===== config.mk =====
export PLATFORM = sky130hd
export DESIGN_NAME = fb_write_ctrl_flat
export DESIGN_NICKNAME = d
export VERILOG_FILES = /design/src/rtl/fb_write_ctrl_if.sv /design/src/rtl/fb_write_ctrl.sv /design/src/flat_wrapper.sv
export SDC_FILE = /design/constraint.sdc
export NUM_CORES = 1
export LEC_CHECK = 0
export CAP_MARGIN = 20
export CORE_MARGIN = 2
export CORE_UTILIZATION = 53
export CTS_CLUSTER_DIAMETER = 100
export CTS_CLUSTER_SIZE = 20
export DETAILED_ROUTE_END_ITERATION = 7
export PLACE_DENSITY = 0.77
export REMOVE_ABC_BUFFERS = 1
export SYNTH_ARGS = -nofsm -noshare
export SYNTH_HDL_FRONTEND = slang
export SYNTH_SLANG_ARGS = --single-unit

===== constraint.sdc =====
create_clock -name CLK -period 2.69 [get_ports CLK]
set_clock_uncertainty 0.05 [all_clocks]
set_input_delay 0.538 -clock CLK [delete_from_list [all_inputs] [get_ports CLK]]
set_output_delay 0.538 -clock CLK [all_outputs]
set_load 0.03 [all_outputs]

===== src/rtl/fb_write_ctrl_if.sv =====
// Pixel-stream, RAM write-port and frame-control signals of the framebuffer write controller.
// master = the write controller itself; slave = the environment (pixel source, RAM, main FSM).
interface fb_write_ctrl_if #(
    parameter int ADDR_W = 17,
    parameter int PIX_W  = 8
);
    logic              START;
    logic              SCALE;
    logic [PIX_W-1:0]  PIX_IN;
    logic              PIX_VALID;
    logic              PIX_READY;
    logic              WREN;
    logic [ADDR_W-1:0] WADDR;
    logic [PIX_W-1:0]  WDATA;
    logic              BUSY;
    logic              DONE;

    modport master (
        input  START, SCALE, PIX_IN, PIX_VALID,
        output PIX_READY, WREN, WADDR, WDATA, BUSY, DONE
    );

    modport slave (
        output START, SCALE, PIX_IN, PIX_VALID,
        input  PIX_READY, WREN, WADDR, WDATA, BUSY, DONE
    );
endinterface


===== src/rtl/fb_write_ctrl.sv =====
// Framebuffer write controller: accepts a raster pixel stream and writes it top-left into a
// DST_W-pitch buffer at 1x or 2x (2x2 nearest-neighbour replication), then pulses DONE.
module fb_write_ctrl #(
    parameter int SRC_W  = 160,
    parameter int SRC_H  = 120,
    parameter int DST_W  = 320,
    parameter int ADDR_W = 17,
    parameter int PIX_W  = 8
) (
    input  logic          CLK,
    input  logic          RESET,
    fb_write_ctrl_if.master bus
);

    localparam int XW = (SRC_W > 1) ? $clog2(SRC_W) : 1;
    localparam int YW = (SRC_H > 1) ? $clog2(SRC_H) : 1;

    localparam logic [XW-1:0]     X_LAST   = XW'(SRC_W - 1);
    localparam logic [YW-1:0]     Y_LAST   = YW'(SRC_H - 1);
    localparam logic [ADDR_W-1:0] PITCH_1X = ADDR_W'(DST_W);
    localparam logic [ADDR_W-1:0] PITCH_2X = ADDR_W'(2 * DST_W);
    localparam logic [ADDR_W-1:0] ADDR_ONE = ADDR_W'(1);

    typedef enum logic [1:0] {
        S_IDLE,
        S_ACCEPT,
        S_REPL,
        S_FIN
    } state_e;

    state_e            state_q, state_d;
    logic              scale_q, scale_d;
    logic [XW-1:0]     x_q, x_d;
    logic [YW-1:0]     y_q, y_d;
    logic [ADDR_W-1:0] row_base_q, row_base_d;
    logic [ADDR_W-1:0] pix_addr_q, pix_addr_d;
    logic [PIX_W-1:0]  pix_data_q, pix_data_d;
    logic [1:0]        repl_q, repl_d;
    logic              last_q, last_d;
    logic              ready_q, ready_d;
    logic              wren_q, wren_d;
    logic [ADDR_W-1:0] waddr_q, waddr_d;
    logic [PIX_W-1:0]  wdata_q, wdata_d;
    logic              busy_q, busy_d;
    logic              done_q, done_d;

    logic              xfer;
    logic              start_ok;
    logic              at_last;
    logic [ADDR_W-1:0] x_ext;
    logic [ADDR_W-1:0] wr0_addr;

    // done_q blocks a START arriving in the same cycle as the DONE pulse.
    assign xfer     = ready_q && bus.PIX_VALID;
    assign start_ok = (state_q == S_IDLE) && bus.START && !done_q;
    assign at_last  = (x_q == X_LAST) && (y_q == Y_LAST);
    assign x_ext    = ADDR_W'(x_q);
    assign wr0_addr = row_base_q + (scale_q ? (x_ext << 1) : x_ext);

    always_comb begin
        // NOTE: every _d signal gets a default before the case so no path leaves one
        // unassigned; an unassigned path in always_comb would infer a latch.
        state_d    = state_q;
        scale_d    = scale_q;
        x_d        = x_q;
        y_d        = y_q;
        row_base_d = row_base_q;
        pix_addr_d = pix_addr_q;
        pix_data_d = pix_data_q;
        repl_d     = repl_q;
        last_d     = last_q;
        wren_d     = 1'b0;
        waddr_d    = waddr_q;
        wdata_d    = wdata_q;
        done_d     = 1'b0;

        case (state_q)
            S_IDLE: begin
                if (start_ok) begin
                    state_d    = S_ACCEPT;
                    scale_d    = bus.SCALE;
                    x_d        = '0;
                    y_d        = '0;
                    row_base_d = '0;
                end
            end

            S_ACCEPT: begin
                if (xfer) begin
                    wren_d     = 1'b1;
                    waddr_d    = wr0_addr;
                    wdata_d    = bus.PIX_IN;
                    pix_addr_d = wr0_addr;
                    pix_data_d = bus.PIX_IN;
                    last_d     = at_last;
                    repl_d     = 2'd1;
                    // Row base steps by one (1x) or two (2x) destination lines on wrap.
                    if (x_q == X_LAST) begin
                        x_d        = '0;
                        y_d        = y_q + 1'b1;
                        row_base_d = row_base_q + (scale_q ? PITCH_2X : PITCH_1X);
                    end else begin
                        x_d = x_q + 1'b1;
                    end
                    if (scale_q) begin
                        state_d = S_REPL;
                    end else if (at_last) begin
                        state_d = S_FIN;
                    end
                end
            end

            S_REPL: begin
                wren_d  = 1'b1;
                wdata_d = pix_data_q;
                case (repl_q)
                    2'd1:    waddr_d = pix_addr_q + ADDR_ONE;
                    2'd2:    waddr_d = pix_addr_q + PITCH_1X;
                    default: waddr_d = pix_addr_q + PITCH_1X + ADDR_ONE;
                endcase
                repl_d = repl_q + 2'd1;
                if (repl_q == 2'd3) begin
                    state_d = last_q ? S_FIN : S_ACCEPT;
                end
            end

            S_FIN: begin
                done_d  = 1'b1;
                state_d = S_IDLE;
            end

            default: state_d = S_IDLE;
        endcase

        ready_d = (state_d == S_ACCEPT);
        busy_d  = (state_d != S_IDLE);
    end

    // NOTE: state is updated with non-blocking assignments so every register samples
    // the pre-edge values, independent of statement order.
    always_ff @(posedge CLK) begin
        if (RESET) begin
            state_q    <= S_IDLE;
            scale_q    <= 1'b0;
            x_q        <= '0;
            y_q        <= '0;
            row_base_q <= '0;
            pix_addr_q <= '0;
            pix_data_q <= '0;
            repl_q     <= '0;
            last_q     <= 1'b0;
            ready_q    <= 1'b0;
            wren_q     <= 1'b0;
            waddr_q    <= '0;
            wdata_q    <= '0;
            busy_q     <= 1'b0;
            done_q     <= 1'b0;
        end else begin
            state_q    <= state_d;
            scale_q    <= scale_d;
            x_q        <= x_d;
            y_q        <= y_d;
            row_base_q <= row_base_d;
            pix_addr_q <= pix_addr_d;
            pix_data_q <= pix_data_d;
            repl_q     <= repl_d;
            last_q     <= last_d;
            ready_q    <= ready_d;
            wren_q     <= wren_d;
            waddr_q    <= waddr_d;
            wdata_q    <= wdata_d;
            busy_q     <= busy_d;
            done_q     <= done_d;
        end
    end

    assign bus.PIX_READY = ready_q;
    assign bus.WREN      = wren_q;
    assign bus.WADDR     = waddr_q;
    assign bus.WDATA     = wdata_q;
    assign bus.BUSY      = busy_q;
    assign bus.DONE      = done_q;

endmodule

===== src/flat_wrapper.sv =====
// flat-port wrapper written by rule: the top's interface ports become plain ports
module fb_write_ctrl_flat 
#(
    parameter int SRC_W  = 160,
    parameter int SRC_H  = 120,
    parameter int DST_W  = 320,
    parameter int ADDR_W = 17,
    parameter int PIX_W  = 8
)
  (CLK, RESET, bus_START, bus_SCALE, bus_PIX_IN, bus_PIX_VALID, bus_PIX_READY, bus_WREN, bus_WADDR, bus_WDATA, bus_BUSY, bus_DONE);
  fb_write_ctrl_if #(.ADDR_W(ADDR_W), .PIX_W(PIX_W)) bus_i ();
  input  logic CLK;
  input  logic RESET;
  input wire logic [$bits(bus_i.START)-1:0] bus_START;
  input wire logic [$bits(bus_i.SCALE)-1:0] bus_SCALE;
  input wire logic [$bits(bus_i.PIX_IN)-1:0] bus_PIX_IN;
  input wire logic [$bits(bus_i.PIX_VALID)-1:0] bus_PIX_VALID;
  output wire logic [$bits(bus_i.PIX_READY)-1:0] bus_PIX_READY;
  output wire logic [$bits(bus_i.WREN)-1:0] bus_WREN;
  output wire logic [$bits(bus_i.WADDR)-1:0] bus_WADDR;
  output wire logic [$bits(bus_i.WDATA)-1:0] bus_WDATA;
  output wire logic [$bits(bus_i.BUSY)-1:0] bus_BUSY;
  output wire logic [$bits(bus_i.DONE)-1:0] bus_DONE;
  assign bus_i.START = bus_START;
  assign bus_i.SCALE = bus_SCALE;
  assign bus_i.PIX_IN = bus_PIX_IN;
  assign bus_i.PIX_VALID = bus_PIX_VALID;
  assign bus_PIX_READY = bus_i.PIX_READY;
  assign bus_WREN = bus_i.WREN;
  assign bus_WADDR = bus_i.WADDR;
  assign bus_WDATA = bus_i.WDATA;
  assign bus_BUSY = bus_i.BUSY;
  assign bus_DONE = bus_i.DONE;
  fb_write_ctrl #(.SRC_W(SRC_W), .SRC_H(SRC_H), .DST_W(DST_W), .ADDR_W(ADDR_W), .PIX_W(PIX_W)) u_core (.CLK(CLK), .RESET(RESET), .bus(bus_i));
endmodule

# Yosys cells after proc, flatten, opt, wreduce, memory -nomap -nowiden
# Cells that the tools add are included.
classes:
  reduce_logical: 14
  n_eq_ne: 12
  muxes: 31
  addsub: 8
ops:
  columns: ["cell", "count"]
  rows:
  - ["17-bit one-hot mux with 2 select lines", 3]
  - ["17-bit 2-to-1 mux", 4]
  - ["17-bit by 1-bit adder with 17-bit output (second input constant)", 2]
  - ["17-bit adder", 2]
  - ["8-bit 2-to-1 mux", 4]
  - ["8-bit one-hot mux with 2 select lines", 2]
  - ["7-bit 2-to-1 mux", 3]
  - ["17-bit by 9-bit adder with 17-bit output (second input constant)", 1]
  - ["2-bit 2-to-1 mux", 7]
  - ["7-bit one-hot mux with 2 select lines", 1]
  - ["10-bit 2-to-1 mux", 1]
  - ["9-bit 2-to-1 mux", 1]
  - ["8-bit by 1-bit adder with 8-bit output (second input constant)", 1]
  - ["2-bit == test (second input constant)", 4]
  - ["8-bit == test (second input constant)", 1]
  - ["2-bit one-hot mux with 4 select lines", 1]
  - ["7-bit by 1-bit adder with 7-bit output (second input constant)", 1]
  - ["7-bit == test (second input constant)", 1]
  - ["2-bit by 1-bit == test with 1-bit output (second input constant)", 3]
  - ["2-bit by 1-bit inequality test with 1-bit output (second input constant)", 3]
  - ["2-bit AND reduction", 3]
  - ["2-bit nonzero test", 3]
  - ["1-bit logical AND", 4]
  - ["2-bit one-hot mux with 2 select lines", 1]
  - ["other kinds (7)", 8]
totals:
  reg_bits: 92
  out_inout_bits: 29
  inputBits: 13

# Longest topological paths before layout
depth:
  ltp_word: 7
  depth_mapped: 10
  depth_no_buf: 8

# Worst setup path before layout
# No wires, ideal clock.
synth_path:
  path_kind: "reg2reg"
  start: "register u_core.scale_q"
  end: "register u_core.waddr_q[14] (netlist: u_core.bus.WADDR[14])"
  path_stages_with_launch: 10
  setup_time_ns: 0.120
  period_less_slack_ns: 2.708
  t_arrival_ns: 2.538
  path_slack_ns: -0.018
  required_time_ns: 2.520
  cell_sequence: "dfxtp_1 buf_1 mux2_2 ha_1 a21o_1 a21o_1 o2111ai_1 xor2_1 nor4_1 a211o_1"
synth_between:
  elab_chain_len: 4
synth_lines:
  columns: ["item", "line", "source"]
  rows:
  - ["start, declared", "fb_write_ctrl.sv:32", "logic scale_q, scale_d;"]
  - ["start signal, assigned", "fb_write_ctrl.sv:160", "scale_q <= scale_d;"]
  - ["9-bit 2-to-1 mux", "fb_write_ctrl.sv:58", "assign wr0_addr = row_base_q + (scale_q ? (x_ext << 1) : x_ext);"]
  - ["17-bit adder", "fb_write_ctrl.sv:58", null]
  - ["17-bit 2-to-1 mux", "fb_write_ctrl.sv:89", "if (xfer) begin"]
  - ["17-bit one-hot mux with 2 select lines", "fb_write_ctrl.sv:77", "case (state_q)"]
  - ["end signal, assigned", "fb_write_ctrl.sv:170", "waddr_q <= waddr_d;"]
  - ["end, declared", "fb_write_ctrl.sv:42", "logic [ADDR_W-1:0] waddr_q, waddr_d;"]
# Every way passes these cells. The select of a mux whose other input is x is not followed.
# A chain may end at the register's enable or synchronous reset.

# Worst setup path after layout
layout_path:
  start: "register u_core.repl_q[0]"
  end: "register u_core.waddr_q[9] (netlist: u_core.bus.WADDR[9])"
layout_between:
  elab_chain_len: 3
  elab_cells_between_ends: 4
  cone_classes: "eq/ne (2); mux (2)"
layout_lines:
  columns: ["item", "line", "source"]
  rows:
  - ["start, declared", "fb_write_ctrl.sv:38", "logic [1:0] repl_q, repl_d;"]
  - ["start signal, assigned", "fb_write_ctrl.sv:166", "repl_q <= repl_d;"]
  - ["2-bit == test / 2-bit by 1-bit == test with 1-bit output (equally long branches)", "fb_write_ctrl.sv:116", "case (repl_q)"]
  - ["17-bit one-hot mux with 2 select lines (*)", "fb_write_ctrl.sv:116", null]
  - ["17-bit one-hot mux with 2 select lines (*)", "fb_write_ctrl.sv:77", null]
# Mark *: on every way between the ends. The rest lies on a longest branch, timed or not.

==> impl_metrics.ini <==
[detailed_routing]
routed_wl_microns = 12360
ant_nets = 0
wl_per_cell_microns = 15.45
drc = 0
vias = 4715
via_per_inst = 5.894
dr.pass1.iters = 5
drt_iter0_drc = 296

[timing]
fin_crit_sh = 0.9353
clock.fmax_mhz = 397.5
slew_viol_final = 0
finalSetupViolCount = 0
tightest_slew_ns = 0.6854
rsz0062_at_grt = no
min_period_ns = 2.516
slew-limit-headroom = 0.5421
worst_slack_ns = 0.1741
final-hold-violation-count = 0

[power]
power_leakage_uw = 0.002046
peakVddDrop_uv = 300.5
power-per-cell-area_nw_per_um2 = 482.0
power_uw = 2852

[synth]
ys_async_sr_fraction = 0
avgSynthCellArea_sq_um = 8.142
synth_seq_cells = 86
ys_seq_area_frac = 0.3341
synth_edf_count = 0
syn-cell-area_sq_um = 5154
ys.flop_type = dfxtp_1
synth_cell_types = 73
ys.warnings.count = 0
syn_inst = 633

[setup_path]
worst_setup_path_start_kind = flip-flop
worstPathArrival_ns = 2.75
required_ns = 2.93
crit_type = reg -> reg
end_kind = flip-flop
worstPathMaxFanout = 12

[placement]
io_buffers = 41
placed_area_sq_um = 5700
place_hpwl_microns = 8944
place_ws_ns = 0.1264
dpl.cell_count = 785
gp_congestion = 0.8779

[clocking]
cts_sinks = 86
cts_tree = built
insertion_delay_ns = 0.37
h-tree-depth = 3
ctsResizeCount = 0
cts_root_buf = clkbuf_8
cts_setup_buffers = 0
cts_hold_buf = 0
cts_buffers = 9
cts_buffer_depth = 2
clk_pin_slew_ns = 0.09

[run]
drv_cap = 0

[final_layout]
syn2layout_area_growth_pct = 14.83
antenna_cells = 0
drive_gt1_frac = 0.09240
nNetsFinal = 700
stdcell_area_sq_um = 5918
stdcell_count = 800
final_core_util = 0.6345

[die]
die_w_microns = 102.6
die_h_microns = 102.6
core_area_sq_um = 9328
die_area_sq_um = 10530
num_io_pins = 42
floorplan.rows = 35
initial_utilization = 0.5525

[worst_hold_path]
hp-class = reg -> reg

[outcome]
status = complete, no violations

[grt]
overflow = 0
antenna_found_initial = 0
grt_usage = 0.2442
grt_pass1_vias = 4338
grt_pass1_wl_microns = 20440
grt_max_degree = 37
[flip-flops by register name (all words and copies together) (netlist names), 2 cells and up]
signal and flops:
u_core.repl_q 2, u_core.row_base_q 11, u_core.state_q 2, u_core.y_q 7, u_core.pix_data_q 8, u_core.x_q 8
u_core.bus.WDATA 8, u_core.pix_addr_q 17, u_core.bus.WADDR 17
[critical path: stages (launching register included)]
cell and delay (ns):
dfxtp_1 0.42, ha_1 0.43, and4b_1 0.26, o311ai_2 0.36, mux2i_1 0.24, o22ai_1 0.14, or4_1 0.46, o211ai_2 0.09
[area by class of cell]
class	count	area, sq um
fill	810	3410
multi-input combinational	488	3168
sequential	86	1722
timing repair buffer	65	585.6
tap	129	161.4
clock buffer	9	123.9
clock inverter	6	93.84
inverter	17	63.81
[path summary, 6_finish.rpt]
check | from | end | slack [ns] | cells past startpoint
min | u_core.bus.WADDR[1] | u_core.bus.WADDR[1] | 0.40 | 2
min reg2reg | u_core.bus.WADDR[1] | u_core.bus.WADDR[1] | 0.40 | 2
max reg2reg | u_core.repl_q[0] | u_core.bus.WADDR[9] | 0.17 | 7
max | u_core.repl_q[0] | u_core.bus.WADDR[9] | 0.17 | 7
[where the power goes]
part | switching [uW] | leakage [uW] | internal [uW]
clock network | 487 | 0.000106 | 526
logic | 291 | 0.00125 | 181
registers | 47.9 | 0.000695 | 1320
total | 826 | 0.00205 | 2030
[synthesized netlist by cell type, drive strengths merged, types with 17 or more instances]
cell type	number	area [sq um]
nand2	76	285.3
buf	20	123.9
a211oi	22	165.2
xor2	23	201.4
clkbuf	22	82.58
o21ai	17	85.08
nor2	71	266.5
xnor2	20	175.2
dfxtp	86	1722
a21oi	51	266.5
ha	19	237.7
inv	17	63.81
nand3	18	95.09
[stage by stage]
stage / TNS, ns / hold WS (ns)
finish: 0 / 0.4040
global route: 0 / 0.4229
CTS: 0 / 0.4070
detailed placement: 0 / 0.3951
global placement: 0 / 0.3890
floorplan: -14.00 / 0.3800
[kinds of logic (layout without fill, tap and decap cells)]
family	Yosys count	count (layout)	share of synthesized area
other cells	1	1	0.0007276
flops	86	86	0.3341
xor+xnor	43	43	0.07308
compound gates	160	160	0.2197
buf+inv	59	97	0.05244
simple gates	248	248	0.2382
mux	16	16	0.03180
fa+ha+maj	20	20	0.05001
[cell usage in the layout (no fill, tap or decap), types with 12 or more instances in the layout]
master / synthesis / layout
dfxtp_1: 86 / 86
nand2_1: 76 / 76
nor2_1: 71 / 70
a21oi_1: 48 / 48
clkdlybuf4s50_1: 0 / 40
buf_4: 3 / 24
xor2_1: 23 / 23
a211oi_1: 22 / 22
xnor2_1: 20 / 20
ha_1: 19 / 19
inv_1: 17 / 17
nand3_1: 17 / 17
nor3_1: 13 / 13
o211ai_1: 13 / 13
mux2i_1: 13 / 13
o21ai_0: 12 / 12
[routing by layer]
layer / track usage / wire length [microns]
met5: 0 / 0
met4: 0.08205 / 213
met3: 0.04203 / 543
met2: 0.4138 / 6050
met1: 0.3152 / 5554
No activity file was read; power rests on OpenSTA's default activity.
==> variant 1: new RTL, same settings <==
Re-encode `state_e` (4 states) as one-hot, 4 bits wide.
--- a/src/rtl/fb_write_ctrl.sv
+++ b/src/rtl/fb_write_ctrl.sv
@@ -21,11 +21,11 @@
     localparam logic [ADDR_W-1:0] PITCH_2X = ADDR_W'(2 * DST_W);
     localparam logic [ADDR_W-1:0] ADDR_ONE = ADDR_W'(1);
 
-    typedef enum logic [1:0] {
-        S_IDLE,
-        S_ACCEPT,
-        S_REPL,
-        S_FIN
+    typedef enum logic [3:0] {
+        S_IDLE   = 4'b0001,
+        S_ACCEPT = 4'b0010,
+        S_REPL   = 4'b0100,
+        S_FIN    = 4'b1000
     } state_e;
 
     state_e            state_q, state_d;
Formal check against the unedited RTL: no difference found for any inputs over 10 cycles, from zero or initial values and one cycle with RESET high; not proved beyond that.
==> variant 1 against the original RTL <==
  * Via count is 0.49% lower
  * Wire length down 0.33%
  * Synthesized area fell by 3.6%
  * Final area shrank 3.7%
  * First-iteration DRC count grew 0.68%
  * Utilization fell by 1.2 points
  * Worst setup slack got worse by 0.051 ns
  * Die area down 3.4%
  * Final cell count down 3.5%
  * Sequential cell count is 2 higher
Power is not compared: it rests on default switching activity, and its combinational part moved more than twofold at a synthesized area within 25%.
==> variant 1: results (changes against the original RTL) <==
- Dpl cells: 756 (-3.7%)
- Max Freq: 390 MHz (-2.0%)
- Seq. cell area: 1760 sq um (+2.3%)
- Hold_sp: u_core.pix_data_q[6]
- Synth top cells by count: dfxtp_1, nand2_1, nor2_1
- First-pass GRT wire length: 20.5 mm (+0.14%)
- Reg2Reg Depth: 8 (+1)
- Placement Setup Slack: 0.137 ns (+0.0109 ns)
- Routed via count: 4692 (-0.49%)
- Post-synthesis mux area share: 2.17% (-1.0 points)
- Dpl hpwl: 8.85 mm (-1.0%)
- Number of global-route vias before repair: 4312 (-0.60%)
- Total GRT Usage: 24.9% (+0.49 points)
- Synth top area cells: dfxtp_1, nand2_1, a21oi_1
- Routed wire per std cell: 16.0 um (+3.3%)
- Reg-to-Reg End: u_core.bus.WADDR[15]
- Top cell family by delay on the critical path: compound AO/OA/AOI/OAI gates
- Synth Area in Compound Gates: 20.1% (-1.9 points)
- Adder-cell share of the synthesized area: 4.18% (-0.82 points)
- Slowest stage delay, CP: 0.48 ns (+0.02 ns)
- Fraction of layout cells with a size suffix above 1: 8.77% (-0.47 points)
- CP Data Arrival Time: 2.79 ns (+0.04 ns)
- Total Nets Final: 685 (-2.1%)
- Post-Synth XOR/XNOR Area: 7.23% (-0.082 points)
- Fillers: 762 (-5.9%)
- Status: complete, no violations
- Pin count of the biggest net entering global routing: 26 (-30%)
- Crit Path Max Fanout: 5 (-7)
- Worst-Margin Slew: 0.872 ns (+0.187 ns)
- Seq/Total Area, Yosys: 35.4% (+2.0 points)
- DR pass1 iterations: 4 (-1)
- Iteration-0 DRC Markers: 298 (+0.68%)
- Setup crit start: u_core.scale_q
variant 1: cell type report:
type	instances	area share, %
multi-input combinational	484	52.5
sequential	88	30.9
timing repair buffer	61	9.75
tap	111	2.44
clock buffer	9	2.17
clock inverter	7	1.47
inverter	12	0.791
variant 1: report_power, final:
part	internal, mW	total, mW	switching [mW]
registers	1.32	1.34	0.0270
clock network	0.450	0.982	0.533
logic	0.0878	0.223	0.135
variant 1: metal layers:
layer	part of all wire, %	track usage (%)	vias to the layer above
li1	-	-	2299
met1	44	33.1	2221
met2	48	41.2	157
met3	5.9	4.30	15
met4	1.5	7.69	0
met5	0	0	-
variant 1: logic make-up after synthesis:
family | after synthesis
AO/OA/AOI/OAI | 156
XOR/XNOR | 41
adder cells (fa/ha/maj) | 16
buffers and inverters | 52
flip-flops | 88
multiplexers | 10
other | 1
AND/OR/NAND/NOR | 260
==> variant 2: new RTL, same flow settings <==
Made on the original files. `ADDR_W` is set to 17 in 3 places; all go to 25.
--- a/src/rtl/fb_write_ctrl_if.sv
+++ b/src/rtl/fb_write_ctrl_if.sv
@@ -1,7 +1,7 @@
 // Pixel-stream, RAM write-port and frame-control signals of the framebuffer write controller.
 // master = the write controller itself; slave = the environment (pixel source, RAM, main FSM).
 interface fb_write_ctrl_if #(
-    parameter int ADDR_W = 17,
+    parameter int ADDR_W = 25,
     parameter int PIX_W  = 8
 );
     logic              START;
--- a/src/rtl/fb_write_ctrl.sv
+++ b/src/rtl/fb_write_ctrl.sv
@@ -4,7 +4,7 @@
     parameter int SRC_W  = 160,
     parameter int SRC_H  = 120,
     parameter int DST_W  = 320,
-    parameter int ADDR_W = 17,
+    parameter int ADDR_W = 25,
     parameter int PIX_W  = 8
 ) (
     input  logic          CLK,
--- a/src/flat_wrapper.sv
+++ b/src/flat_wrapper.sv
@@ -4,7 +4,7 @@
     parameter int SRC_W  = 160,
     parameter int SRC_H  = 120,
     parameter int DST_W  = 320,
-    parameter int ADDR_W = 17,
+    parameter int ADDR_W = 25,
     parameter int PIX_W  = 8
 )
   (CLK, RESET, bus_START, bus_SCALE, bus_PIX_IN, bus_PIX_VALID, bus_PIX_READY, bus_WREN, bus_WADDR, bus_WDATA, bus_BUSY, bus_DONE);
Ports: changed (resized bus_WADDR); port bits go from 42 to 50. The function was not compared with the original's and may differ.
==> variant 2 against the original RTL <==
  * Clock power increased by 27%
  * Worst setup slack worse by 0.17 ns
  * Die area is 23% higher
  * Wire length is 51% higher
  * Final area increased by 38%
  * Synthesized area rose by 24%
  * Count of clock-buffer cells in the layout is 2 higher
  * Critical endpoint is now u_core.bus.WADDR[24]
  * Power up 21%
  * Sequential cell count grew 24
==> variant 2: results (changes against the original RTL) <==
- Synth Area in Compound Gates: 17.2% (-4.8 points)
- Clock network contribution to total cell area: 3.36% (-0.32 points)
- Placed instance area: 7630 sq um (+34%)
- Reg-to-Reg End: u_core.bus.WADDR[24]
- Clkbuf count: 11 (+2)
- Number of global-route vias before repair: 6027 (+39%)
- Max VDD drop: 368 uV (+22%)
- Sequential cell area share: 26.9% (-2.2 points)
- Routed via count: 6385 (+35%)
- Multi-input combinational area share: 50.7% (-2.9 points)
- Clk root buf: clkbuf_16
- Post-Synth XOR/XNOR Area: 10.6% (+3.3 points)
- Crit Path Max Fanout: 3 (-9)
- Clock transition at the registers of the reported paths: 0.07 ns (-0.02 ns)
- Status: complete, no violations
- Synth top area cells: dfxtp_1, nor2_1, xnor2_1
- Clock sink total: 110 (+28%)
- Post-synth cell types: 67 (-8.2%)
- DR pass1 iterations: 6 (+1)
- Fillers: 974 (+20%)
- Slew HR: 57.8% (+3.6 points)
- Placer congestion estimate: 0.937 (+6.8%)
- Final instance area: 8190 sq um (+38%)
- Seq/Total Area, Yosys: 34.5% (+1.1 points)
- Total Nets Final: 957 (+37%)
- N_taps: 147 (+14%)
- Logic inverters: 16 (-1)
- Synth top cells by count: nor2_1, dfxtp_1, nand2_1
- Signal buffers: 155 (+140%)
- Fraction of layout cells with a size suffix above 1: 18.3% (+9.0 points)
- Placement Setup Slack: -0.120 ns (-0.247 ns)
- Crit share post-route: 99.9% (+6.4 points)
- Pin count of the biggest net entering global routing: 38 (+2.7%)
- Dpl hpwl: 13.7 mm (+53%)
- First-pass GRT wire length: 30.0 mm (+47%)
[variant 2: changes by cell type after synthesis, sizes merged, moves of 9 or more]
cell    change
o211ai      -9
mux2i      +10
nor2       +50
a211oi     +18
clkbuf     +21
dfxtp      +24
buf        -12
nand2      +18
xnor2      +28
[variant 2: repair_timing]
action,in CTS,in global routing
pin swaps,2,11
hold buffers,0,0
buffers inserted,2,5
setup endpoints to repair,5,19
resized for setup,11,35
[variant 2: logic make-up after synthesis]
kind of cell / Yosys count
compound gates: 164
xor+xnor: 77
fa+ha+maj: 19
buf+inv: 67
flops: 110
mux: 26
simple gates: 347
[variant 2: where the power goes]
group | switching, mW | internal (mW)
Sequential | 0.0369 | 1.67
Combinational | 0.266 | 0.194
Clock | 0.644 | 0.640
Total | 0.947 | 2.50
[variant 2: critical path: stages (launching register included)]
cell and delay (ns):
dfxtp_2 0.35, mux2_4 0.31, ha_4 0.28, a211oi_2 0.07, or3_4 0.41, nor4_4 0.33, xnor2_2 0.16, a2111o_1 0.39
o31ai_1 0.24
[variant 2: metal layers]
layer	up-vias	routed length (um)	global-route usage (%)
met5	-	0	0
met2	211	8670	47.5
met4	0	488	12.1
met1	3039	8260	39.1
met3	39	1210	4.46
li1	3096	-	-
[variant 2: worst min-delay path by stage]
stage | slack, ns | depth (start not counted) | from | to
after CTS | 0.41 | 2 | u_core.pix_data_q[7] | u_core.pix_data_q[7]
after global placement | 0.39 | 2 | u_core.pix_data_q[2] | u_core.pix_data_q[2]
final | 0.40 | 2 | u_core.bus.WADDR[1] | u_core.bus.WADDR[1]
after global routing | 0.42 | 2 | u_core.bus.WADDR[1] | u_core.bus.WADDR[1]
after detailed placement | 0.40 | 2 | u_core.pix_data_q[7] | u_core.pix_data_q[7]
after floorplan | 0.38 | 2 | u_core.pix_data_q[0] | u_core.pix_data_q[0]
